--- src/rtl/vend_session_arbiter.sv ---
// ---------------------------------------------------------------------------
// vend_session_arbiter
//
// Shares one vending core between N customer ports. A port holding req_i is
// granted round-robin, its packed coin sequence is latched and checked, and
// valid payments are fed to the core one coin per cycle until at least 1.5
// units have been inserted. The arbiter then waits a bounded time for the
// core's sell, and reports change, unfed-coin count and status to the
// granted port in a single DONE cycle.
//
// Ports:
//   clk       system clock
//   rstn      asynchronous active-low reset (shared with the core)
//   req_i     per-port request level, looked at only while idle
//   coins_i   per-port coin sequence, 4 slots x 2 bits, slot0 in bits [1:0]
//             (01 = 0.5, 10 = 1.0, 00 = end, 11 = invalid)
//   gnt_o     one-hot pulse in the cycle a request is accepted
//   done_o    one-hot pulse in the cycle a session finishes
//   chg_o     change reported by the core, valid with done_o
//   left_o    latched coins that were not fed, valid with done_o
//   err_o     00 ok, 01 insufficient, 10 invalid code, 11 timeout
//   busy_o    high whenever a session is in progress
//   coin_o    coin presented to the core, 00 outside FEED
//   sell_i    core sell indication
//   change_i  core change, sampled together with sell_i
// ---------------------------------------------------------------------------
module vend_session_arbiter #(
   parameter int N       = 2,
   parameter int TIMEOUT = 4
) (
   input  logic           clk,
   input  logic           rstn,
   input  logic [N-1:0]   req_i,
   input  logic [8*N-1:0] coins_i,
   output logic [N-1:0]   gnt_o,
   output logic [N-1:0]   done_o,
   output logic [1:0]     chg_o,
   output logic [2:0]     left_o,
   output logic [1:0]     err_o,
   output logic           busy_o,
   output logic [1:0]     coin_o,
   input  logic           sell_i,
   input  logic [1:0]     change_i
);

   localparam int PW = (N > 2) ? 2 : 1;

   typedef enum logic [1:0] {
      S_IDLE,
      S_FEED,
      S_WAIT,
      S_DONE
   } state_t;

   // ------------------------------------------------------------------
   // Helper functions
   // ------------------------------------------------------------------

   // Value of one coin slot in half-units.
   function automatic logic [2:0] coin_val(input logic [1:0] c);
      case (c)
         2'b01:   coin_val = 3'd1;
         2'b10:   coin_val = 3'd2;
         default: coin_val = 3'd0;
      endcase
   endfunction

   // Accumulator add that clamps at 7 half-units.
   function automatic logic [2:0] sat_add(input logic [2:0] a, input logic [2:0] b);
      logic [3:0] s;
      s = {1'b0, a} + {1'b0, b};
      sat_add = (s > 4'd7) ? 3'd7 : s[2:0];
   endfunction

   // (base + off) mod N for a port index.
   function automatic logic [PW-1:0] wrap_add(input logic [PW-1:0] base, input int off);
      logic [PW:0] s;
      s = {1'b0, base} + (PW+1)'(off);
      if (s >= (PW+1)'(N))
         s = s - (PW+1)'(N);
      wrap_add = s[PW-1:0];
   endfunction

   // Number of nonzero slots before the first terminator in the three
   // slots that remain after the coin currently being fed.
   function automatic logic [2:0] count_left(input logic [5:0] s);
      logic       stop;
      logic [2:0] n;
      stop = 1'b0;
      n    = 3'd0;
      for (int i = 0; i < 3; i++) begin
         if (!stop) begin
            if (s[2*i +: 2] == 2'b00)
               stop = 1'b1;
            else
               n = n + 3'd1;
         end
      end
      count_left = n;
   endfunction

   // Status of a freshly latched sequence: an invalid code ahead of the
   // terminator wins over an insufficient total.
   function automatic logic [1:0] check_seq(input logic [7:0] c);
      logic       stop;
      logic       bad;
      logic [3:0] tot;
      stop = 1'b0;
      bad  = 1'b0;
      tot  = 4'd0;
      for (int i = 0; i < 4; i++) begin
         if (!stop) begin
            case (c[2*i +: 2])
               2'b00:   stop = 1'b1;
               2'b11:   begin bad = 1'b1; stop = 1'b1; end
               default: tot = tot + {1'b0, coin_val(c[2*i +: 2])};
            endcase
         end
      end
      if (bad)
         check_seq = 2'b10;
      else if (tot < 4'd3)
         check_seq = 2'b01;
      else
         check_seq = 2'b00;
   endfunction

   // ------------------------------------------------------------------
   // State
   // ------------------------------------------------------------------
   state_t        state, state_nxt;
   logic [PW-1:0] rr, rr_nxt;
   logic [PW-1:0] sel, sel_nxt;
   logic [7:0]    sreg, sreg_nxt;
   logic [2:0]    acc, acc_nxt;
   logic [2:0]    left_r, left_nxt;
   logic [1:0]    err_r, err_nxt;
   logic [1:0]    chg_r, chg_nxt;
   logic [3:0]    wcnt, wcnt_nxt;

   // Arbitration results
   logic          found;
   logic [PW-1:0] pick;
   logic [PW-1:0] cand;
   logic [7:0]    sel_coins;
   logic          grant;

   // Round-robin search: first requesting port at or after rr.
   always_comb begin
      found = 1'b0;
      pick  = '0;
      cand  = '0;
      for (int i = 0; i < N; i++) begin
         cand = wrap_add(rr, i);
         for (int j = 0; j < N; j++) begin
            if (!found && req_i[j] && (cand == PW'(j))) begin
               found = 1'b1;
               pick  = cand;
            end
         end
      end
   end

   // Coin sequence of the port being picked.
   always_comb begin
      sel_coins = 8'h00;
      for (int i = 0; i < N; i++) begin
         if (pick == PW'(i))
            sel_coins = coins_i[8*i +: 8];
      end
   end

   // ------------------------------------------------------------------
   // Next-state and datapath updates
   // ------------------------------------------------------------------
   always_comb begin
      state_nxt = state;
      rr_nxt    = rr;
      sel_nxt   = sel;
      sreg_nxt  = sreg;
      acc_nxt   = acc;
      left_nxt  = left_r;
      err_nxt   = err_r;
      chg_nxt   = chg_r;
      wcnt_nxt  = wcnt;
      coin_o    = 2'b00;
      grant     = 1'b0;

      case (state)
         S_IDLE: begin
            if (found) begin
               grant     = 1'b1;
               sel_nxt   = pick;
               sreg_nxt  = sel_coins;
               acc_nxt   = 3'd0;
               left_nxt  = 3'd0;
               chg_nxt   = 2'b00;
               wcnt_nxt  = 4'd0;
               err_nxt   = check_seq(sel_coins);
               state_nxt = (check_seq(sel_coins) == 2'b00) ? S_FEED : S_DONE;
            end
         end

         S_FEED: begin
            coin_o   = sreg[1:0];
            acc_nxt  = sat_add(acc, coin_val(sreg[1:0]));
            sreg_nxt = {2'b00, sreg[7:2]};
            // Validation guarantees the target is reached before the
            // terminator, so feeding always stops here.
            if (acc_nxt >= 3'd3) begin
               left_nxt = count_left(sreg[7:2]);
               wcnt_nxt = 4'd0;
               if (sell_i) begin
                  chg_nxt   = change_i;
                  err_nxt   = 2'b00;
                  state_nxt = S_DONE;
               end else begin
                  state_nxt = S_WAIT;
               end
            end
         end

         S_WAIT: begin
            if (sell_i) begin
               chg_nxt   = change_i;
               err_nxt   = 2'b00;
               state_nxt = S_DONE;
            end else if (wcnt == 4'(TIMEOUT - 1)) begin
               chg_nxt   = 2'b00;
               err_nxt   = 2'b11;
               state_nxt = S_DONE;
            end else begin
               wcnt_nxt = wcnt + 4'd1;
            end
         end

         S_DONE: begin
            // The port just served drops to lowest priority.
            rr_nxt    = wrap_add(sel, 1);
            state_nxt = S_IDLE;
         end

         default: state_nxt = S_IDLE;
      endcase
   end

   // Control registers: cleared by reset, which silently abandons a session.
   always_ff @(posedge clk or negedge rstn) begin
      if (!rstn) begin
         state <= S_IDLE;
         rr    <= '0;
         sel   <= '0;
      end else begin
         state <= state_nxt;
         rr    <= rr_nxt;
         sel   <= sel_nxt;
      end
   end

   // Session data: only observed through DONE or FEED, which reset leaves.
   always_ff @(posedge clk) begin
      sreg   <= sreg_nxt;
      acc    <= acc_nxt;
      left_r <= left_nxt;
      err_r  <= err_nxt;
      chg_r  <= chg_nxt;
      wcnt   <= wcnt_nxt;
   end

   // ------------------------------------------------------------------
   // Outputs
   // ------------------------------------------------------------------
   always_comb begin
      gnt_o  = '0;
      done_o = '0;
      for (int i = 0; i < N; i++) begin
         // Grant is combinational on req_i, so keep it quiet during reset.
         gnt_o[i]  = grant && rstn && (pick == PW'(i));
         done_o[i] = (state == S_DONE) && (sel == PW'(i));
      end
   end

   assign chg_o  = (state == S_DONE) ? chg_r  : 2'b00;
   assign left_o = (state == S_DONE) ? left_r : 3'd0;
   assign err_o  = (state == S_DONE) ? err_r  : 2'b00;
   assign busy_o = (state != S_IDLE);

endmodule

--- config.mk ---
export PLATFORM = sky130hd
export DESIGN_NAME = vend_session_arbiter
export DESIGN_NICKNAME = d
export VERILOG_FILES = /design/src/rtl/vend_session_arbiter.sv
export SDC_FILE = /design/constraint.sdc
export NUM_CORES = 1
export LEC_CHECK = 0
export BUFFER_PORTS_ARGS = -buffer_cell sky130_fd_sc_hd__buf_4
export CAP_MARGIN = 10
export CORE_MARGIN = 1.5
export CORE_UTILIZATION = 60
export DETAILED_ROUTE_END_ITERATION = 16
export HOLD_SLACK_MARGIN = 0.06
export PLACE_DENSITY = 0.85
export SLEW_MARGIN = 30
export SYNTH_ARGS = -nofsm -noshare
export SYNTH_HDL_FRONTEND = slang
export SYNTH_SLANG_ARGS = --single-unit
--- constraint.sdc ---
create_clock -name clk -period 12.3 [get_ports clk]
set_input_delay 2.46 -clock clk [delete_from_list [all_inputs] [get_ports clk]]
set_output_delay 2.46 -clock clk [all_outputs]
set_load 0.02 [all_outputs]
# Word-level counts from Yosys, hierarchy flattened
# Cells that the tools add are included.
op_classes:
  n_addsub: 12
  n_eq_ne: 24
  muxes: 120
  bitwise_logic: 4
  order_cmp: 6
  n_reduce_logical: 37
op_table:
  columns: ["cell", "count"]
  rows:
  - ["3-bit 2-to-1 mux", 25]
  - ["4-bit 2-to-1 mux", 18]
  - ["1-bit 2-to-1 mux", 43]
  - ["2-bit 2-to-1 mux", 20]
  - ["2-bit == test (second input constant)", 11]
  - ["2-bit case mux with 2 select lines", 5]
  - ["2-bit logical NOT", 9]
  - ["8-bit 2-to-1 mux", 2]
  - ["8-bit case mux with 2 select lines", 1]
  - ["4-bit by 3-bit adder with 4-bit output", 3]
  - ["2-bit by 1-bit == test with 1-bit output (second input constant)", 6]
  - ["1-bit logical AND", 12]
  - ["2-bit case mux with 3 select lines", 2]
  - ["3-bit case mux with 2 select lines", 2]
  - ["4-bit case mux with 3 select lines", 1]
  - ["2-bit inequality test (second input constant)", 5]
  - ["5-bit AND reduction", 2]
  - ["2-bit case mux with 4 select lines", 1]
  - ["2-bit OR reduction", 4]
  - ["3-bit by 1-bit adder with 3-bit output (second input constant)", 2]
  - ["3-bit AND reduction", 2]
  - ["1-bit by 1-bit adder with 2-bit output (second input constant)", 2]
  - ["3-bit by 3-bit adder with 4-bit output", 1]
  - ["4-bit by 1-bit adder with 4-bit output (second input constant)", 1]
  - ["other kinds (13)", 23]
word_totals:
  reg_bits: 26
  out_inout_bits: 14
  elab_cells: 212
  inputBits: 23

# Depth between registers and ports, before layout
logic_depth:
  ltp_word: 50
  ltp_mapped: 21

# Worst setup path before layout
# Ideal clock, no wire load.
synth_path:
  kind: "input to register"
  start: "in req_i[0]"
  end: "reg err_r[0] (data pin)"
  stages: 18
  n_path_buf: 0
  setup_slack_ps: 5401
  required_time_ps: 12156
  t_arrival_ps: 6754
  cell_sequence: "inv_1 o21ai_1 mux2_2 ha_1 ha_1 fa_1 a21o_1 inv_1 fa_1 nand2b_1 a31oi_1 inv_1 ha_1 a21oi_1 or3_1 a2111o_1 a22o_1 o21ai_1"
synth_between:
  elab_chain_cells: 41
  word_cells_on_any_way: 97
synth_lines:
  columns: ["element", "line", "rtl"]
  rows:
  - ["start, declared", "33", "input logic [N-1:0] req_i,"]
  - ["1-bit logical AND", "156", "if (!found && req_i[j] && (cand == PW'(j))) begin"]
  - ["1-bit 2-to-1 mux", "156", null]
  - ["1-bit logical NOT", "156", null]
  - ["1-bit logical AND (2 in series)", "156", null]
  - ["1-bit 2-to-1 mux", "156", null]
  - ["1-bit logical NOT", "156", null]
  - ["1-bit logical AND (2 in series)", "156", null]
  - ["1-bit 2-to-1 mux", "156", null]
  - ["[... 24 more ...]", null, null]
  - ["4-bit 2-to-1 mux", "191", "if (found) begin"]
  - ["4-bit 2-to-1 mux", "189", "case (state)"]
  - ["4-bit by 2-bit less-than comparator with 1-bit output", "122", "else if (tot < 4'd3)"]
  - ["1-bit 2-to-1 mux", "122", null]
  - ["2-bit 2-to-1 mux (*)", "120", "if (bad)"]
  - ["2-bit 2-to-1 mux (*)", "191", null]
  - ["2-bit case mux with 3 select lines (*)", "189", null]
  - ["named net err_nxt[0]", "137", "logic [1:0] err_r, err_nxt;"]
  - ["end signal, assigned", "265", "err_r <= err_nxt;"]
  - ["end, declared", "137", null]
# Mark *: on every way through the listed nets, which the timed path passes. The rest lies on a longest branch. The select of a mux whose other input is x is not followed.
# A chain may end at the register's enable or synchronous reset.

# Worst setup path after layout
# Same ends and word-level chain as after synthesis.

==> impl_metrics.json <==
{
  "status": "finished clean",
  "p_sw_mw": 0.2270,
  "grt_pass1_wl_mm": 6.320,
  "synth-edff-count": 22,
  "die_h_microns": 61.68,
  "grt_use_met1_pct": 28.72,
  "netSwitchingFraction_pct": 42.31,
  "max-vdd-ir-drop_mv": 0.1060,
  "worst_pin_slew_ns": 0.9226,
  "row_count": 21,
  "clock_skew_ns": 0.008249,
  "routed_wl_mm": 3.934,
  "rsz0062_at_grt": "no",
  "antenna_found_initial": 0,
  "reg2reg_to": "err_r[0]$_DFFE_PP_",
  "yosysSeqAreaShare_pct": 36.83,
  "path_max_fanout": 10,
  "fin_crit_sh_pct": 57.11,
  "ctsHoldBuffers": 0,
  "required_ns": 12.49,
  "setup_viol": 0,
  "tritoncts": "done",
  "die_x_microns": 61.68,
  "cts_root_buffer": "clkbuf_4",
  "drt_iter0_drc": 40,
  "cts_setup_buffers": 0,
  "syn-num-nets": 256,
  "core_sq_um": 3311,
  "setup_slack_ns": 5.276,
  "initial_core_util_pct": 62.40,
  "nets": 296,
  "crit_path_start": "req_i[0]",
  "p_int_mw": 0.3094,
  "drive_above_1_share_pct": 23.97,
  "cp-start-kind": "primary input",
  "hpwl_mm": 3.330,
  "synth-async-reset-ratio_pct": 15.38,
  "power_mw": 0.5364,
  "syn_avg_cell_area_sq_um": 10.18,
  "max_freq_ghz": 0.1424,
  "finish.utilization_pct": 73.09,
  "vias": 1549,
  "p_clk_share_pct": 7.1,
  "grt_start_max_net_pins": 15,
  "drv_slew": 0,
  "clk_latency_ns": 0.33,
  "final_common_cell": "buf_4",
  "final_hold_viol_count": 0,
  "relSlewSlack_pct": 38.26,
  "grt_overflow_total": 0,
  "viasPerCell": 5.378,
  "grtUsageTotal_pct": 23.17,
  "wl_per_cell_microns": 13.66,
  "min_path_cells": 2,
  "p_seq_share_pct": 35.6,
  "cts_max_path_buffers": 2,
  "routabilityCongestion": 0.8767,
  "h-tree-depth": 1,
  "ff2ff_path_depth": 17,
  "synth_cells": 203,
  "tns_ns": 0,
  "drv_cap": 0,
  "post-route-min-period_ns": 7.024,
  "dpl_worst_slack_ns": 4.942,
  "remaining_drc_errors": 0,
  "final-instance-count-excl-fill": 288,
  "io_buffers": 36,
  "power_density_nw_per_um2": 221.7,
  "endpoint_kind": "flip-flop",
  "antenna_cells": 0,
  "post_cts_resized": 0,
  "io_pins": 37,
  "ys.flop_type": "edfxtp_1",
  "cts_buffers": 3,
  "final_cell_mix": "buf_4 (37), ha_1 (26), inv_1 (22), edfxtp_1 (22), nor2_1 (21)",
  "antenna_left": 0,
  "firstDrtPassIters": 4,
  "yosysUniqueCellTypes": 41,
  "grt-busiest-layer": "met2",
  "worstHoldPathType": "reg2reg",
  "clk_pin_slew_worst_paths_ns": 0.14,
  "rrSetupSlack_ns": 7.10,
  "rr_startpoint": "rr$_DFFE_PN0N_",
  "die_area_sq_um": 3804,
  "grtUsageMet2_pct": 41.35,
  "ys_warn_count": 0,
  "cp.arrival_ns": 7.21,
  "placedCellCount": 284,
  "clock_sinks": 26,
  "syn_area_sq_um": 2066,
  "worstSetupPathType": "in2reg",
  "ys_ff_latch": 26,
  "grt_pass1_vias": 1454,
  "leakagePower_nw": 1.106,
  "syn_to_final_growth_pct": 17.14,
  "combPwrFrac_pct": 57.3,
  "hp-start": "sel$_DFFE_PN0P_",
  "whs_endpoint": "sel$_DFFE_PN0P_",
  "met3_usage_pct": 3.361
}
[area by class of cell]
cell class,instances,area (sq um)
clock buffers,3,22.52
clock inverters,1,3.754
fillers,256,890.9
inverters,24,90.09
multi-input cells,151,1207
flip-flops and latches,26,760.7
well taps,46,57.56
repair buffers,37,277.8
[how the worst max path moves through the flow]
| stage | end | slack [ns] | cells past startpoint |
|---|---|---|---|
| 2_1_floorplan | err_r[0]$_DFFE_PP_ | 5.40 | 18 |
| 3_3_place_gp | err_r[0]$_DFFE_PP_ | 5.06 | 19 |
| 3_5_place_dp | err_r[0]$_DFFE_PP_ | 4.94 | 19 |
| 4_1_cts | err_r[0]$_DFFE_PP_ | 5.28 | 19 |
| 5_1_grt | err_r[0]$_DFFE_PP_ | 4.97 | 19 |
| 6_report | err_r[0]$_DFFE_PP_ | 5.28 | 19 |
[synth_stat cells (3+ instances only)]
library cell	number	area share [%]
ha_1	26	16
edfxtp_1	22	32
inv_1	22	4.0
nor2_1	21	3.8
and2_1	16	4.8
mux2_2	12	6.5
nand2_1	8	1.5
nor2b_1	7	2.1
a21oi_1	6	1.5
o21ai_0	5	1.2
dfrtp_1	4	4.8
fa_1	4	3.9
o21ai_1	4	0.97
a211oi_1	3	1.1
mux2i_1	3	1.5
nor3_1	3	0.73
[power by group through the flow]
stage | Sequential [mW] | Combinational [mW] | Clock [mW]
floorplan | 0.184 | 0.224 | 0
global placement | 0.191 | 0.297 | 0
detailed placement | 0.193 | 0.309 | 0
CTS | 0.191 | 0.310 | 0.0381
global route | 0.197 | 0.349 | 0.0411
finish | 0.191 | 0.307 | 0.0378
[cells by family after synthesis]
| group | count (synthesis) | share of synthesized area [%] |
|---|---|---|
| compound gates | 36 | 12.36 |
| other cells | 1 | 0.1815 |
| buf+inv | 26 | 4.725 |
| flops | 26 | 36.83 |
| simple gates | 64 | 15.93 |
| fa+ha+maj | 30 | 19.62 |
| mux | 17 | 9.085 |
| xor+xnor | 3 | 1.272 |
[layer usage]
layer	vias up	part of all wire, %
met5	-	0
met4	0	0.92
met3	4	4.8
met2	51	50
met1	707	44
li1	787	-
[sequential cells by signal, summed over array words and instances, names as in the netlist]
register  flops
rr            1
wcnt          4
chg_r         2
left_r        3
sel           1
state         2
err_r         2
acc           3
sreg          8
[worst max-delay path, cell delays in order]
cell	delay, ns
buf_4	0.09
inv_1	0.05
o21ai_1	0.67
mux2_2	0.46
ha_1	0.24
ha_1	0.20
fa_1	0.51
a21o_1	0.14
inv_1	0.06
fa_1	0.49
nand2b_1	0.05
a31oi_1	0.30
inv_1	0.08
ha_1	0.28
a21oi_1	0.06
or3_1	0.30
a2111o_1	0.41
a22o_1	0.23
o21ai_1	0.12
[stage by stage]
step | cell area, sq um | hold slack (ns)
2_1_floorplan | 2066 | 0.4880
3_3_place_gp | 2394 | 0.5258
3_5_place_dp | 2394 | 0.5271
4_1_cts | 2420 | 0.5559
5_1_grt | 2420 | 0.6022
6_report | 2420 | 0.5495
Power figures use the tool's default switching activity.
